`src/rtl/alu_sequencer_if.sv`:
```
// alu_sequencer_if: groups the sequencer's instruction handshake and the
// register-bank bus into one bundle.
//   master : sequencer side (accepts instructions, drives bank selects/data)
//   slave  : environment side (issues instructions, owns the bank)
// Signals:
//   instr_valid/instr_ready         instruction handshake
//   instr_op/instr_rd/rs1/rs2       opcode and register indices
//   bus_data                        bank read bus (valid only while bus_oe=1)
//   rd_index/bus_oe                 bank read select and output enable
//   wr_index/wr_data                bank write select (0 = no write) and data
//   done/flags                      completion pulse and {N,C,Z}
interface alu_sequencer_if #(
  parameter int DATA_W = 8,
  parameter int IDX_W  = 3
);
  logic              instr_valid;
  logic              instr_ready;
  logic [2:0]        instr_op;
  logic [IDX_W-1:0]  instr_rd;
  logic [IDX_W-1:0]  instr_rs1;
  logic [IDX_W-1:0]  instr_rs2;
  logic [DATA_W-1:0] bus_data;
  logic [IDX_W-1:0]  rd_index;
  logic              bus_oe;
  logic [IDX_W-1:0]  wr_index;
  logic [DATA_W-1:0] wr_data;
  logic              done;
  logic [2:0]        flags;

  modport master (
    input  instr_valid, instr_op, instr_rd, instr_rs1, instr_rs2, bus_data,
    output instr_ready, rd_index, bus_oe, wr_index, wr_data, done, flags
  );

  modport slave (
    output instr_valid, instr_op, instr_rd, instr_rs1, instr_rs2, bus_data,
    input  instr_ready, rd_index, bus_oe, wr_index, wr_data, done, flags
  );
endinterface

```
`src/rtl/alu_sequencer.sv`:
```
// alu_sequencer: micro-sequencer/ALU in front of an 8-entry register bank.
// Runs one rd <= rs1 op rs2 instruction per accepted request through a fixed
// IDLE -> READ_A -> READ_B -> EXEC -> WRITE sequence (one instruction per
// 5 cycles sustained).
// Ports:
//   CLK    rising-edge clock
//   RESET  asynchronous, active-high reset
//   bus    alu_sequencer_if.master (instruction handshake + bank bus)
// All bank-facing outputs are decoded from the state register, so an
// asynchronous reset forces wr_index to 0 at once and no partial write can
// reach the bank.
module alu_sequencer #(
  parameter int DATA_W = 8,
  parameter int IDX_W  = 3
) (
  input  logic            CLK,
  input  logic            RESET,
  alu_sequencer_if.master bus
);

  typedef enum logic [2:0] {IDLE, READ_A, READ_B, EXEC, WRITE} state_t;

  state_t            state, state_nxt;
  logic [2:0]        op_q;
  logic [IDX_W-1:0]  rd_q, rs1_q, rs2_q;
  logic [DATA_W-1:0] a_q, b_q, result_q;
  logic [2:0]        flags_q;
  logic [DATA_W:0]   exec_res;

  // Returns {carry, result}.
  function automatic logic [DATA_W:0] alu_eval(input logic [2:0]        op,
                                                input logic [DATA_W-1:0] a,
                                                input logic [DATA_W-1:0] b);
    case (op)
      3'b000:  alu_eval = {1'b0, a} + {1'b0, b};
      3'b001:  alu_eval = {(a >= b), a - b};       // carry = no borrow
      3'b010:  alu_eval = {1'b0, a & b};
      3'b011:  alu_eval = {1'b0, a | b};
      3'b100:  alu_eval = {1'b0, a ^ b};
      3'b101:  alu_eval = {1'b0, ~a};
      3'b110:  alu_eval = {a[DATA_W-1], a[DATA_W-2:0], 1'b0};
      default: alu_eval = {1'b0, a};
    endcase
  endfunction

  always_comb exec_res = alu_eval(op_q, a_q, b_q);

  always_ff @(posedge CLK or posedge RESET) begin
    if (RESET) state <= IDLE;
    else       state <= state_nxt;
  end

  always_comb begin
    state_nxt       = state;
    bus.instr_ready = 1'b0;
    bus.rd_index    = '0;
    bus.bus_oe      = 1'b0;
    bus.wr_index    = '0;
    bus.wr_data     = '0;
    bus.done        = 1'b0;
    case (state)
      IDLE: begin
        bus.instr_ready = 1'b1;
        if (bus.instr_valid) state_nxt = READ_A;
      end
      READ_A: begin
        bus.rd_index = rs1_q;
        bus.bus_oe   = 1'b1;
        state_nxt    = READ_B;
      end
      READ_B: begin
        bus.rd_index = rs2_q;
        bus.bus_oe   = 1'b1;
        state_nxt    = EXEC;
      end
      EXEC: state_nxt = WRITE;
      WRITE: begin
        bus.wr_index = rd_q;
        bus.wr_data  = result_q;
        bus.done     = 1'b1;
        state_nxt    = IDLE;
      end
      default: state_nxt = IDLE;
    endcase
  end

  assign bus.flags = flags_q;

  always_ff @(posedge CLK or posedge RESET) begin
    if (RESET) begin
      op_q     <= '0;
      rd_q     <= '0;
      rs1_q    <= '0;
      rs2_q    <= '0;
      a_q      <= '0;
      b_q      <= '0;
      result_q <= '0;
      flags_q  <= '0;
    end else begin
      case (state)
        IDLE: begin
          if (bus.instr_valid) begin
            op_q  <= bus.instr_op;
            rd_q  <= bus.instr_rd;
            rs1_q <= bus.instr_rs1;
            rs2_q <= bus.instr_rs2;
          end
        end
        READ_A: a_q <= bus.bus_data;
        READ_B: b_q <= bus.bus_data;
        EXEC: begin
          result_q <= exec_res[DATA_W-1:0];
          flags_q  <= {exec_res[DATA_W-1], exec_res[DATA_W],
                       (exec_res[DATA_W-1:0] == '0)};
        end
        default: ;
      endcase
    end
  end

endmodule
```
`src/flat_wrapper.sv`:
```
// flat-port wrapper written by rule: the top's interface ports become plain ports
module alu_sequencer_flat 
#(
  parameter int DATA_W = 8,
  parameter int IDX_W  = 3
)
  (CLK, RESET, bus_instr_valid, bus_instr_op, bus_instr_rd, bus_instr_rs1, bus_instr_rs2, bus_bus_data, bus_instr_ready, bus_rd_index, bus_bus_oe, bus_wr_index, bus_wr_data, bus_done, bus_flags);
  alu_sequencer_if #(.DATA_W(DATA_W), .IDX_W(IDX_W)) bus_i ();
  input  logic CLK;
  input  logic RESET;
  input wire logic [$bits(bus_i.instr_valid)-1:0] bus_instr_valid;
  input wire logic [$bits(bus_i.instr_op)-1:0] bus_instr_op;
  input wire logic [$bits(bus_i.instr_rd)-1:0] bus_instr_rd;
  input wire logic [$bits(bus_i.instr_rs1)-1:0] bus_instr_rs1;
  input wire logic [$bits(bus_i.instr_rs2)-1:0] bus_instr_rs2;
  input wire logic [$bits(bus_i.bus_data)-1:0] bus_bus_data;
  output wire logic [$bits(bus_i.instr_ready)-1:0] bus_instr_ready;
  output wire logic [$bits(bus_i.rd_index)-1:0] bus_rd_index;
  output wire logic [$bits(bus_i.bus_oe)-1:0] bus_bus_oe;
  output wire logic [$bits(bus_i.wr_index)-1:0] bus_wr_index;
  output wire logic [$bits(bus_i.wr_data)-1:0] bus_wr_data;
  output wire logic [$bits(bus_i.done)-1:0] bus_done;
  output wire logic [$bits(bus_i.flags)-1:0] bus_flags;
  assign bus_i.instr_valid = bus_instr_valid;
  assign bus_i.instr_op = bus_instr_op;
  assign bus_i.instr_rd = bus_instr_rd;
  assign bus_i.instr_rs1 = bus_instr_rs1;
  assign bus_i.instr_rs2 = bus_instr_rs2;
  assign bus_i.bus_data = bus_bus_data;
  assign bus_instr_ready = bus_i.instr_ready;
  assign bus_rd_index = bus_i.rd_index;
  assign bus_bus_oe = bus_i.bus_oe;
  assign bus_wr_index = bus_i.wr_index;
  assign bus_wr_data = bus_i.wr_data;
  assign bus_done = bus_i.done;
  assign bus_flags = bus_i.flags;
  alu_sequencer #(.DATA_W(DATA_W), .IDX_W(IDX_W)) u_core (.CLK(CLK), .RESET(RESET), .bus(bus_i));
endmodule
```
`config.mk`:
```
export PLATFORM = sky130hd
export DESIGN_NAME = alu_sequencer_flat
export DESIGN_NICKNAME = d
export VERILOG_FILES = /design/src/rtl/alu_sequencer_if.sv /design/src/rtl/alu_sequencer.sv /design/src/flat_wrapper.sv
export SDC_FILE = /design/constraint.sdc
export NUM_CORES = 1
export LEC_CHECK = 0
export ABC_AREA = 0
export CORE_AREA = 2 2 78 80
export DETAILED_ROUTE_END_ITERATION = 8
export DIE_AREA = 0 0 80 82
export GPL_TIMING_DRIVEN = 0
export HOLD_SLACK_MARGIN = 0.15
export PLACE_DENSITY = 0.84
export SLEW_MARGIN = 10
export SYNTH_ARGS = -nofsm -noshare
export SYNTH_HDL_FRONTEND = slang
export SYNTH_SLANG_ARGS = --single-unit
export TNS_END_PERCENT = 100
```
`constraint.sdc`:
```
create_clock -name CLK -period 3.15 [get_ports CLK]
set_input_delay 0.63 -clock CLK [delete_from_list [all_inputs] [get_ports CLK]]
set_output_delay 0.63 -clock CLK [all_outputs]
set_load 0.01 [all_outputs]
```
==> impl_results.rst <==
.. list-table::
   :header-rows: 1

   * - Metric
     - Value
   * - PnR worst setup slack
     - 0.186 ns
   * - Final slew viol count
     - 0
   * - Number of top-level pins
     - 43
   * - Min Clock Period, post-route
     - 2.96 ns
   * - Cell depth of the worst min-delay path
     - 2
   * - Antenna cell count
     - 0
   * - Sequential cell area fraction in the yosys report
     - 0.333
   * - Aggregate routed wire length
     - 7850 um
   * - Distinct cells, synth
     - 60
   * - Overall power consumption
     - 4.32 mW
   * - Cells taking the most area after synthesis
     - sky130_fd_sc_hd__dfrtp_1 33%, sky130_fd_sc_hd__ha_1 9.7%, sky130_fd_sc_hd__mux2_2 5.5%, sky130_fd_sc_hd__nand2_1 4.3%, sky130_fd_sc_hd__o21ai_0 4.1%
   * - Register-to-register setup slack
     - 0.41 ns
   * - Layout cells sized above 1
     - 0.109
   * - Gr usage total
     - 0.257
   * - Reported leakage power
     - 1.59 nW
   * - Required @ worst endpoint
     - 2.52 ns
   * - Peak supply drop
     - 0.655 mV
   * - Arr. time, crit path
     - 2.33 ns
   * - Critical path peak fanout
     - 10
   * - Slew margin rel.
     - 0.566
   * - Post-route antenna net violation count
     - 0
   * - CP startpoint kind
     - flop
   * - Post-cts hold buffer count
     - 0
   * - Proportion of power drawn by the clock network
     - 0.081
   * - Effective utilization at floorplan
     - 0.536
   * - Starting DRC count in detailed routing
     - 184
   * - Share of the synthesized area in the top cell type
     - 0.333
   * - Net Switching
     - 2.05 mW
   * - Worst-Margin Slew
     - 0.651 ns
   * - Smallest hold slack
     - 0.483 ns
   * - Number of clock sinks
     - 41
   * - Initial antenna violation count
     - 0
   * - Number of synthesis warnings
     - 0
   * - Reg2reg end
     - u_core.bus.flags[0]
   * - Synthesized cell area
     - 3080 um2
   * - Critical path type
     - reg -> out
   * - Filler cell count
     - 516
   * - Horiz. Die Dim
     - 80 um
   * - Final core utilization
     - 0.646
   * - Postcts setup bufs
     - 0
   * - Count of flip-flops with a built-in enable after synthesis
     - 0
   * - Sw Ratio
     - 0.475
   * - CTS tree
     - yes
   * - Post-placement worst setup slack
     - 0.394 ns
   * - Number of synthesized register bits
     - 41
   * - Average detailed-routed wire length per instance
     - 16.7 um
   * - Share of total power in combinational logic
     - 0.688
   * - Via density per instance
     - 5.97
   * - Pin count of the biggest net entering global routing
     - 22
   * - H-tree lvl count
     - 2
   * - Number of detailed-route iterations in the first pass
     - 5
   * - Areal power density over the cells
     - 1160 nW/um2
   * - Setup crit end kind
     - output pin
   * - Destination of the worst hold path
     - u_core.result_q[1]
   * - Root buffer cell
     - sky130_fd_sc_hd__clkbuf_8
   * - Number of gates resized after cts
     - 0
   * - MaxCap Viol Count
     - 0
   * - Area growth from synthesis to layout
     - 20.5%
   * - Vertical extent of the die
     - 82 um
   * - Final RePlAce weighted congestion
     - 0.937
   * - Maximum clock frequency
     - 0.337 GHz
   * - Synthesized Nets
     - 393
   * - Final setup violation count
     - 0
   * - Cell with the most instances after synthesis
     - sky130_fd_sc_hd__dfrtp_1
   * - Internal Power
     - 2.27 mW
   * - Remaining design rule violation count
     - 0
   * - Path class of the lowest-slack min-delay path
     - reg -> reg
   * - Top_reg_cell synth
     - sky130_fd_sc_hd__dfrtp_1
   * - TritonCTS Buffers
     - 5
   * - FFs w/ async S/R, synth
     - 1.00
   * - Wire length of the first global-routing pass
     - 13000 um
   * - Total Nets Final
     - 443
   * - Setup repair after global routing missed its margin
     - false
   * - Clock transition time at the flip-flop clock pins of the worst setup and hold paths
     - 0.08 ns
   * - Post-Syn Instances
     - 344
   * - Row cnt
     - 28
   * - Floorplan die area
     - 6560 um2
   * - Placed wire-length estimate
     - 6000 um
   * - Maximum clock path buffer count
     - 2
   * - Total core area
     - 5750 um2
   * - Most frequent cells after synthesis
     - 41 x sky130_fd_sc_hd__dfrtp_1, 35 x sky130_fd_sc_hd__nand2_1, 25 x sky130_fd_sc_hd__o21ai_0
   * - Final-report hold violation count
     - 0
   * - Hold path startpoint
     - u_core.result_q[1]
   * - Synth area leader
     - sky130_fd_sc_hd__dfrtp_1
   * - Clock latency on the worst-skew pair
     - 0.29 ns
   * - Vias after detailed routing
     - 2798
   * - Avg Inst Size Synth
     - 8.95 um2
   * - Launching instance or port of the critical path
     - u_core.state[0]
   * - Via count of the first global-routing pass
     - 2681
   * - Share of power burned in registers
     - 0.231
   * - Final global-route overflow total
     - 0
   * - Port-buffer cells
     - 42
   * - R2r startpoint
     - u_core.a_q[1]
   * - Outcome
     - finished clean
   * - Final clock period utilization by the worst path
     - 0.941
   * - Clock skew
     - 0.00677 ns
   * - Number of cells on the worst reg-to-reg path
     - 8
   * - Setup TNS
     - 0 ns
-- per-stage QoR --
stage,cells,area (um2)
final,469,3710
after floorplan,344,3080
after global placement,461,3590
after global routing,469,3710
after CTS,469,3710
after detailed placement,462,3620
-- metal layers --
metal | routed length [um] | global-route usage
met5 | 0 | 0
met4 | 91 | 0.0576
met3 | 517 | 0.0440
met2 | 3850 | 0.430
met1 | 3390 | 0.351
-- state kept, by name (all words and copies together), names as in the netlist --
| name | flops |
|---|---|
| u_core.rd_q | 3 |
| u_core.rs2_q | 3 |
| u_core.op_q | 3 |
| u_core.a_q | 8 |
| u_core.rs1_q | 3 |
| u_core.bus.flags | 3 |
| u_core.state | 3 |
| u_core.b_q | 8 |
| u_core.result_q | 7 |
-- power groups by stage --
stage | Combinational, mW | Sequential (mW) | Clock [mW]
finish | 2.98 | 0.999 | 0.349
detailed placement | 2.93 | 1.01 | 0
floorplan | 2.15 | 0.952 | 0
global route | 3.30 | 1.04 | 0.390
global placement | 2.87 | 0.996 | 0
CTS | 2.95 | 1.00 | 0.361
-- cell usage in the layout (no fill, tap or decap), types with 7 or more instances in the layout --
| master | count |
|---|---|
| sky130_fd_sc_hd__a21oi_1 | 15 |
| sky130_fd_sc_hd__and2_1 | 13 |
| sky130_fd_sc_hd__buf_2 | 7 |
| sky130_fd_sc_hd__clkbuf_1 | 9 |
| sky130_fd_sc_hd__clkdlybuf4s50_1 | 42 |
| sky130_fd_sc_hd__dfrtp_1 | 41 |
| sky130_fd_sc_hd__ha_1 | 24 |
| sky130_fd_sc_hd__inv_1 | 22 |
| sky130_fd_sc_hd__mux2_2 | 15 |
| sky130_fd_sc_hd__nand2_1 | 35 |
| sky130_fd_sc_hd__nor2_1 | 14 |
| sky130_fd_sc_hd__nor2b_1 | 10 |
| sky130_fd_sc_hd__nor3_1 | 8 |
| sky130_fd_sc_hd__o21ai_0 | 25 |
-- worst max-delay path by stage --
stage / to / slack, ns / cells after the start
after floorplan: u_core.result_q[6] / 0.72 / 8
after global placement: u_core.bus.flags[0] / 0.40 / 8
after detailed placement: u_core.bus.flags[0] / 0.39 / 8
after CTS: bus_rd_index[2] / 0.19 / 4
after global routing: u_core.bus.flags[0] / 0.02 / 8
final: bus_rd_index[1] / 0.19 / 4
-- cell type report --
class,count,area [um2],area share
buffer,21,110,0.0297
clock buffer,6,82.6,0.0222
clock inverter,1,7.51,0.00202
inverter,25,93.8,0.0253
multi-input combinational,257,1850,0.498
sequential,41,1030,0.276
tap,75,93.8,0.0253
timing repair buffer,43,448,0.121
-- worst max-delay path: stages (launching register included) --
cell	delay, ns
sky130_fd_sc_hd__dfrtp_1	0.43
sky130_fd_sc_hd__nor3b_1	0.30
sky130_fd_sc_hd__clkbuf_1	0.54
sky130_fd_sc_hd__a22o_1	0.25
sky130_fd_sc_hd__clkdlybuf4s50_1	0.53
-- cells by family after synthesis --
kind of cell,after synthesis,share of synthesized area
and+or+nand+nor,113,0.192
xor gates and xnor gates,1,0.00284
DFF,41,0.333
AOI/OAI and AO/OA,93,0.207
adders and majority gates,26,0.110
muxes,24,0.0890
buffers and inverters,46,0.0662
No activity file was read; power rests on OpenSTA's default activity.
